## config.mk

```make
export PLATFORM = sky130hd
export DESIGN_NAME = pulse_timer
export DESIGN_NICKNAME = d
export VERILOG_FILES = /design/src/rtl/pulse_timer.sv
export SDC_FILE = /design/constraint.sdc
export NUM_CORES = 1
export LEC_CHECK = 0
export ABC_CLOCK_PERIOD_IN_PS = 4900
export BUFFER_PORTS_ARGS = -buffer_cell sky130_fd_sc_hd__buf_2
export CORE_MARGIN = 5
export CORE_UTILIZATION = 30
export DETAILED_ROUTE_END_ITERATION = 7
export GPL_ROUTABILITY_DRIVEN = 0
export HOLD_SLACK_MARGIN = 0.1
export PLACE_DENSITY = 0.55
export SYNTH_ARGS = -nofsm -noshare
export SYNTH_HDL_FRONTEND = slang
export SYNTH_SLANG_ARGS = --single-unit
export TNS_END_PERCENT = 30
```

## constraint.sdc

```tcl
create_clock -name clk -period 4.9 [get_ports clk]
set_clock_uncertainty 0.05 [all_clocks]
set_input_delay 0.735 -clock clk [delete_from_list [all_inputs] [get_ports clk]]
set_output_delay 0.735 -clock clk [all_outputs]
set_load 0.005 [all_outputs]
```

## src/rtl/pulse_timer.sv

```systemverilog
`default_nettype none
// ============================================================================
// Module   : pulse_timer
// Brief    : Down-counting one-shot / periodic timer with selectable tick source
//            and a registered expiry pulse plus sticky interrupt flag.
// Revision : 1.0 - initial release
// ============================================================================
module pulse_timer #(
    parameter int WD = 16
) (
    input  logic          clk,
    input  logic          reset_n,
    input  logic          pulse_1us,
    input  logic          pulse_1ms,
    input  logic          pulse_1s,
    input  logic          cfg_enb,
    input  logic          cfg_mode,
    input  logic [1:0]    cfg_clksel,
    input  logic [WD-1:0] cfg_load_val,
    input  logic          cfg_start,
    input  logic          cfg_stop,
    input  logic          irq_clr,
    output logic [WD-1:0] timer_cnt,
    output logic          timer_busy,
    output logic          timer_done,
    output logic          timer_irq
);

    localparam logic [0:0] c_IDLE = 1'b0;
    localparam logic [0:0] c_RUN  = 1'b1;

    logic [0:0]    state_q, state_d;
    logic [WD-1:0] cnt_q, cnt_d;
    logic          done_q, done_d;
    logic          irq_q, irq_d;

    logic          w_tick;
    logic          w_load;
    logic          w_dec;
    logic          w_expire;
    logic          w_cnt_zero;

    always_comb begin : p_tick_sel
        w_tick = 1'b0;
        case (cfg_clksel)
            2'b00:   w_tick = 1'b1;
            2'b01:   w_tick = pulse_1us;
            2'b10:   w_tick = pulse_1ms;
            default: w_tick = pulse_1s;
        endcase
    end

    assign w_cnt_zero = (cnt_q == '0);

    // Stop outranks start, start outranks tick; a disabled timer does nothing.
    always_comb begin : p_ctrl
        w_load   = 1'b0;
        w_dec    = 1'b0;
        w_expire = 1'b0;
        if (cfg_enb) begin
            case (state_q)
                c_IDLE: begin
                    w_load = cfg_start && !cfg_stop;
                end
                default: begin
                    if (cfg_stop) begin
                        w_load = 1'b0;
                    end else if (cfg_start) begin
                        w_load = 1'b1;
                    end else if (w_tick) begin
                        w_dec    = !w_cnt_zero;
                        w_expire = w_cnt_zero;
                    end
                end
            endcase
        end
    end

    always_ff @(posedge clk or negedge reset_n) begin : p_state_reg
        if (!reset_n) begin
            state_q <= c_IDLE;
        end else begin
            state_q <= state_d;
        end
    end

    always_comb begin : p_next_state
        state_d = state_q;
        if (!cfg_enb) begin
            state_d = c_IDLE;
        end else begin
            case (state_q)
                c_IDLE: begin
                    if (w_load) begin
                        state_d = c_RUN;
                    end
                end
                default: begin
                    if (cfg_stop) begin
                        state_d = c_IDLE;
                    end else if (w_expire && !cfg_mode) begin
                        state_d = c_IDLE;
                    end
                end
            endcase
        end
    end

    always_comb begin : p_outputs
        timer_busy = (state_q == c_RUN);
        timer_cnt  = cnt_q;
        timer_done = done_q;
        timer_irq  = irq_q;
    end

    // Expiry reloads in periodic mode; one-shot parks the count at zero.
    always_comb begin : p_datapath
        cnt_d = cnt_q;
        if (w_load) begin
            cnt_d = cfg_load_val;
        end else if (w_dec) begin
            cnt_d = cnt_q - WD'(1);
        end else if (w_expire) begin
            cnt_d = cfg_mode ? cfg_load_val : '0;
        end
        done_d = w_expire;
        irq_d  = w_expire | (irq_q & ~irq_clr);
    end

    always_ff @(posedge clk or negedge reset_n) begin : p_data_reg
        if (!reset_n) begin
            cnt_q  <= '0;
            done_q <= 1'b0;
            irq_q  <= 1'b0;
        end else begin
            cnt_q  <= cnt_d;
            done_q <= done_d;
            irq_q  <= irq_d;
        end
    end

endmodule
`default_nettype wire

```

Yosys cells after proc, flatten, opt, wreduce, memory -nomap -nowiden

Cells that the tools add are included.

Add/sub/neg operators: 1
Eq/ne operators: 2
Muxes and demuxes: 24
Bitwise operators: 3
Reductions and logical operators: 8

Operators by type and width:

| kind                                                                   | number |
|---|---|
| 16-bit two-way mux                                                     | 4 |
| 1-bit two-way mux                                                      | 19 |
| 16-bit logical NOT                                                     | 1 |
| 16-bit by 1-bit subtractor with 16-bit output (second input constant)  | 1 |
| 1-bit logical NOT                                                      | 3 |
| 1-bit case mux with 3 select lines                                     | 1 |
| 3-bit nonzero test                                                     | 1 |
| 2-bit by 1-bit equality test with 1-bit output (second input constant) | 1 |
| 2-bit equality test (second input constant)                            | 1 |
| 1-bit logical AND                                                      | 2 |
| 2-bit logical NOT                                                      | 1 |
| 1-bit bitwise AND                                                      | 1 |
| 1-bit inverter                                                         | 1 |
| 1-bit bitwise OR                                                       | 1 |

Register bits after elaboration: 19
Bits of input ports: 28
Output and inout port bits: 19
Word-level logic and storage cells: 42

Logic depth before layout (Yosys ltp)

Depth in word-level cells: 12
Gate-level depth with buffers: 9
Depth with buffers taken out: 7

Worst setup path after synthesis

No wires, ideal clock.

Path type: in2reg
From: in cfg_stop
To: reg cnt_q[6], in the netlist timer_cnt[6]
Arrival time: 1.907 ns
Required time: 4.724 ns
Slack: 2.817 ns
Cell stages on the path: 5
Buffers on the path: 0
Path through: nand4bb_1 -> a211o_1 -> nand2_1 -> o21ai_0 -> a221o_1

Word-level cells in the longest chain between the ends: 5
Elaborated cells between the ends (all ways): 14
Those cells by class: mux: 11; reduce/logical: 3

Ends and longest elaborated chain:

| what                                                     | RTL line | text |
|---|---|---|
| start, declared                                          | 21       | `input logic cfg_stop,` |
| 1-bit two-way mux or 1-bit logical NOT (tied branches)   | 66, 63   |  |
| 1-bit two-way mux or 1-bit logical AND (tied branches)   | 61, 63   |  |
| 1-bit two-way mux, on equally long branches              | 60, 61   |  |
| 16-bit two-way mux or 1-bit two-way mux (tied branches)  | 121, 60  |  |
| 16-bit two-way mux or 3-bit nonzero test (tied branches) | --       |  |
| end signal, assigned                                     | 136      | `cnt_q <= cnt_d;` |
| end, declared                                            | 33       | `logic [WD-1:0] cnt_q, cnt_d;` |

Parallel ways exist; a longest one is shown, timed or not.
A chain may end at the register's enable or synchronous reset.

Worst setup path in the final report

From: reg cnt_q[0], in the netlist timer_cnt[0]
To: reg cnt_q[6], in the netlist timer_cnt[6]

Word-level cells in the longest chain between the ends: 9
Elaborated cells between the ends (all ways): 16
Those cells by class: add/sub: 1; mux: 12; reduce/logical: 3

Ends and longest elaborated chain:

| what               | RTL line | text |
|---|---|---|
| 16-bit logical NOT | 53       | `assign w_cnt_zero = (cnt_q == '0);` |
| 1-bit logical NOT  | 71       | `w_dec = !w_cnt_zero;` |
| 1-bit two-way mux  | 70       | `end else if (w_tick) begin` |
| 1-bit two-way mux  | 68       | `end else if (cfg_start) begin` |
| 1-bit two-way mux  | 66       | `if (cfg_stop) begin` |
| 1-bit two-way mux  | 61       | `case (state_q)` |
| 1-bit two-way mux  | 60       | `if (cfg_enb) begin` |
| 16-bit two-way mux | 121      | `end else if (w_dec) begin` |
| 16-bit two-way mux | 119      | `if (w_load) begin` |

Parallel ways exist; a longest one is shown, timed or not.

==> impl_metrics.py <==
metrics = {
    "floorplan": {
        "start_util": 0.309,
        "die_x_um": 77.0,
        "die_y_um": 77.0,
        "design.die.area_um2": 5930,
        "core_um2": 4350,
        "io_pins": 47,
        "std_cell_rows": 24,
    },
    "critical_path": {
        "rrSetupSlack_ns": 2.40,
        "cp_slowest_cell": "dfrtp_1",
        "critical_path.cell_chain": "inv_1 > ha_1 > nor4b_1 > nand4_2 > nand2_2 > o21ai_0 > a221o_1",
        "start_kind": "flop",
        "r2r_start": "timer_cnt[0]",
        "cp_top_family": "simple AND/OR/NAND/NOR gates",
        "crit-reg2reg-capture": "timer_cnt[6]",
        "crit_type": "flop to flop",
        "crit_buf_inv": 1,
        "crit_fanout": 15,
        "startpoint": "timer_cnt[0]",
        "crit_required_ns": 5.00,
        "cp_slowest_stage_delay_ns": 0.47,
        "cp-end-kind": "flop",
        "reg2reg_depth": 7,
        "cp.arrival_ns": 2.59,
    },
    "route": {
        "ant_nets": 0,
        "wl_per_cell_um": 15.9,
        "finalWirelength_um": 3900,
        "vias": 1336,
        "drcViolationCount": 0,
        "vias_per_cell": 5.45,
        "drt-initial-drc-count": 112,
        "drtPass1Iterations": 4,
    },
    "yosys": {
        "synth_edf_count": 0,
        "synth_top_area_frac": 0.353,
        "yosys.area.top_type": "dfrtp_1",
        "syn_area_um2": 1350,
        "synth.net_count": 178,
        "ys_seq_area_frac": 0.353,
        "synth-main-ff-cell": "dfrtp_1",
        "synth-seq-cells": 19,
        "ys_async_sr_fraction": 1.00,
        "ys_types": 52,
        "postSynthAreaPerCell_um2": 9.10,
        "ys_warn_count": 0,
        "ys_top_cells_by_area": "dfrtp_1, a21oi_1, nand2_1",
        "synth_cells": 148,
    },
    "grt": {
        "grt_pass1_wl_um": 6550,
        "grt_max_degree": 20,
        "antenna_found_initial": 0,
        "grt_overflow": 0,
        "groute.usage.overall": 0.131,
        "grt_pass1_vias": 1336,
    },
    "power_and_ir_drop": {
        "total_leakage_power_nw": 0.753,
        "p_per_area_nw_per_um2": 295,
        "ir_drop_uv": 112,
    },
    "cts": {
        "clk_latency_ns": 0.26,
        "tritoncts": "yes",
        "cts_post_setup_buffers_inserted": 0,
        "post_cts_resized": 0,
        "clkTransAtPathRegs_ns": 0.08,
        "htree_levels": 1,
        "clockBufferDepth": 2,
        "cts_made_buffers": 3,
        "hold_buffers": 0,
        "clockRootBuffer": "clkbuf_8",
        "clock-sinks": 19,
    },
    "layout": {
        "fin_nets": 224,
        "fin_area_um2": 1650,
        "drive_gt1_frac": 0.321,
        "diodes": 0,
        "nFillCells": 440,
        "utilization": 0.378,
        "area_delta_synth_final_pct": 22.3,
    },
    "timing": {
        "fmax_ghz": 0.401,
        "grt_setup_unrepaired": "false",
        "setup_violations": 0,
        "fin_setup_tns_ns": 0,
        "setup_slack_ns": 2.40,
        "maxSlewHeadroom": 0.629,
        "period_share": 0.509,
        "tightest_slew_ns": 0.556,
        "report.final.slew_viol_count": 0,
        "fin_crit_ns": 2.50,
        "finalHoldViolCount": 0,
    },
    "place": {
        "post_dp_cell_area_um2": 1600,
        "post-place-ws_ns": 2.42,
        "place_hpwl_um": 2970,
        "io_buffers": 46,
    },
    "job": {
        "max-cap-violations": 0,
    },
    "status": {
        "outcome": "finished, final reports clean",
    },
    "min_path": {
        "hold_path.class": "input port to async pin",
    },
}
==> worst reg2reg max path: stages (launching register included) <==
cell and delay, ns:
dfrtp_1 0.47, inv_1 0.12, ha_1 0.14, nor4b_1 0.30, nand4_2 0.43, nand2_2 0.38
o21ai_0 0.14, a221o_1 0.36
==> power by group <==
part / internal, W / switching, W / leakage (nW)
sequential: 0.000182 / 0.0000456 / 0.237
clock: 0.0000566 / 0.0000573 / 0.0255
combinational: 0.0000719 / 0.0000722 / 0.491
total: 0.000310 / 0.000175 / 0.753
==> synthesized netlist by cell type, drive strengths merged (4+ instances only) <==
| master | number |
|---|---|
| nor2 | 11 |
| a221o | 5 |
| o21ai | 14 |
| dfrtp | 19 |
| a21oi | 12 |
| nor4 | 4 |
| inv | 9 |
| buf | 4 |
| nand2 | 15 |
==> placed cells by master (no fill, tap or decap), types with 2 or more instances in the layout <==
cell type  instances
nand3_1            2
o21ai_1            3
o21ai_0           10
a211o_1            3
buf_2             46
o211ai_1           3
nand4b_1           2
nand2b_1           2
xnor2_1            3
nor3_1             2
inv_1              9
a21oi_1           12
nor2_1            11
nand2_1           14
nor4_1             2
clkbuf_8           3
a21boi_1           2
dfrtp_1           19
ha_1               2
nor3b_1            3
a221o_1            5
and2_1             2
mux2i_1            2
a22oi_1            3
==> through the flow <==
stage / hold WS [ns] / std cells / power (W)
4_1_cts: 0.375 / 245 / 0.000491
3_3_place_gp: 0.468 / 241 / 0.000377
2_1_floorplan: 0.389 / 148 / 0.000312
3_5_place_dp: 0.470 / 241 / 0.000375
6_report: 0.360 / 245 / 0.000485
5_1_grt: 0.402 / 245 / 0.000518
==> worst max path at each step <==
stage	cells after the start	to
2_1_floorplan	5	timer_cnt[6]
3_3_place_gp	7	timer_cnt[6]
3_5_place_dp	7	timer_cnt[6]
4_1_cts	7	timer_cnt[6]
5_1_grt	7	timer_cnt[6]
6_report	7	timer_cnt[6]
==> cell families (layout without fill, tap and decap cells) <==
logic type	after synthesis	in the layout	share of synthesized area
AO/OA/AOI/OAI	52	52	0.279
XOR/XNOR	4	4	0.0260
adder cells (fa/ha/maj)	2	2	0.0186
buffers and inverters	14	59	0.0558
flip-flops	19	19	0.353
multiplexers	3	3	0.0232
AND/OR/NAND/NOR	54	54	0.244
==> layer usage <==
metal | routed length, um | global-route usage
met4 | 36 | 0.0378
met5 | 0 | 0
met2 | 1960 | 0.224
met3 | 189 | 0.0222
met1 | 1710 | 0.168
==> cell type report <==
cell class              count  area (um^2)  share of cell area
inverters                   9         33.8              0.0205
clock inverters             1         5.00             0.00304
flip-flops and latches     19          475               0.289
multi-input cells         115          796               0.483
clock buffers               3         41.3              0.0251
well taps                  52         65.1              0.0395
repair buffers             46          230               0.140
==> state kept, by name (all words and copies together), names as in the netlist <==
signal / count
timer_irq: 1
timer_busy: 1
timer_cnt: 16
timer_done: 1
(Power assumes the default switching activity.)
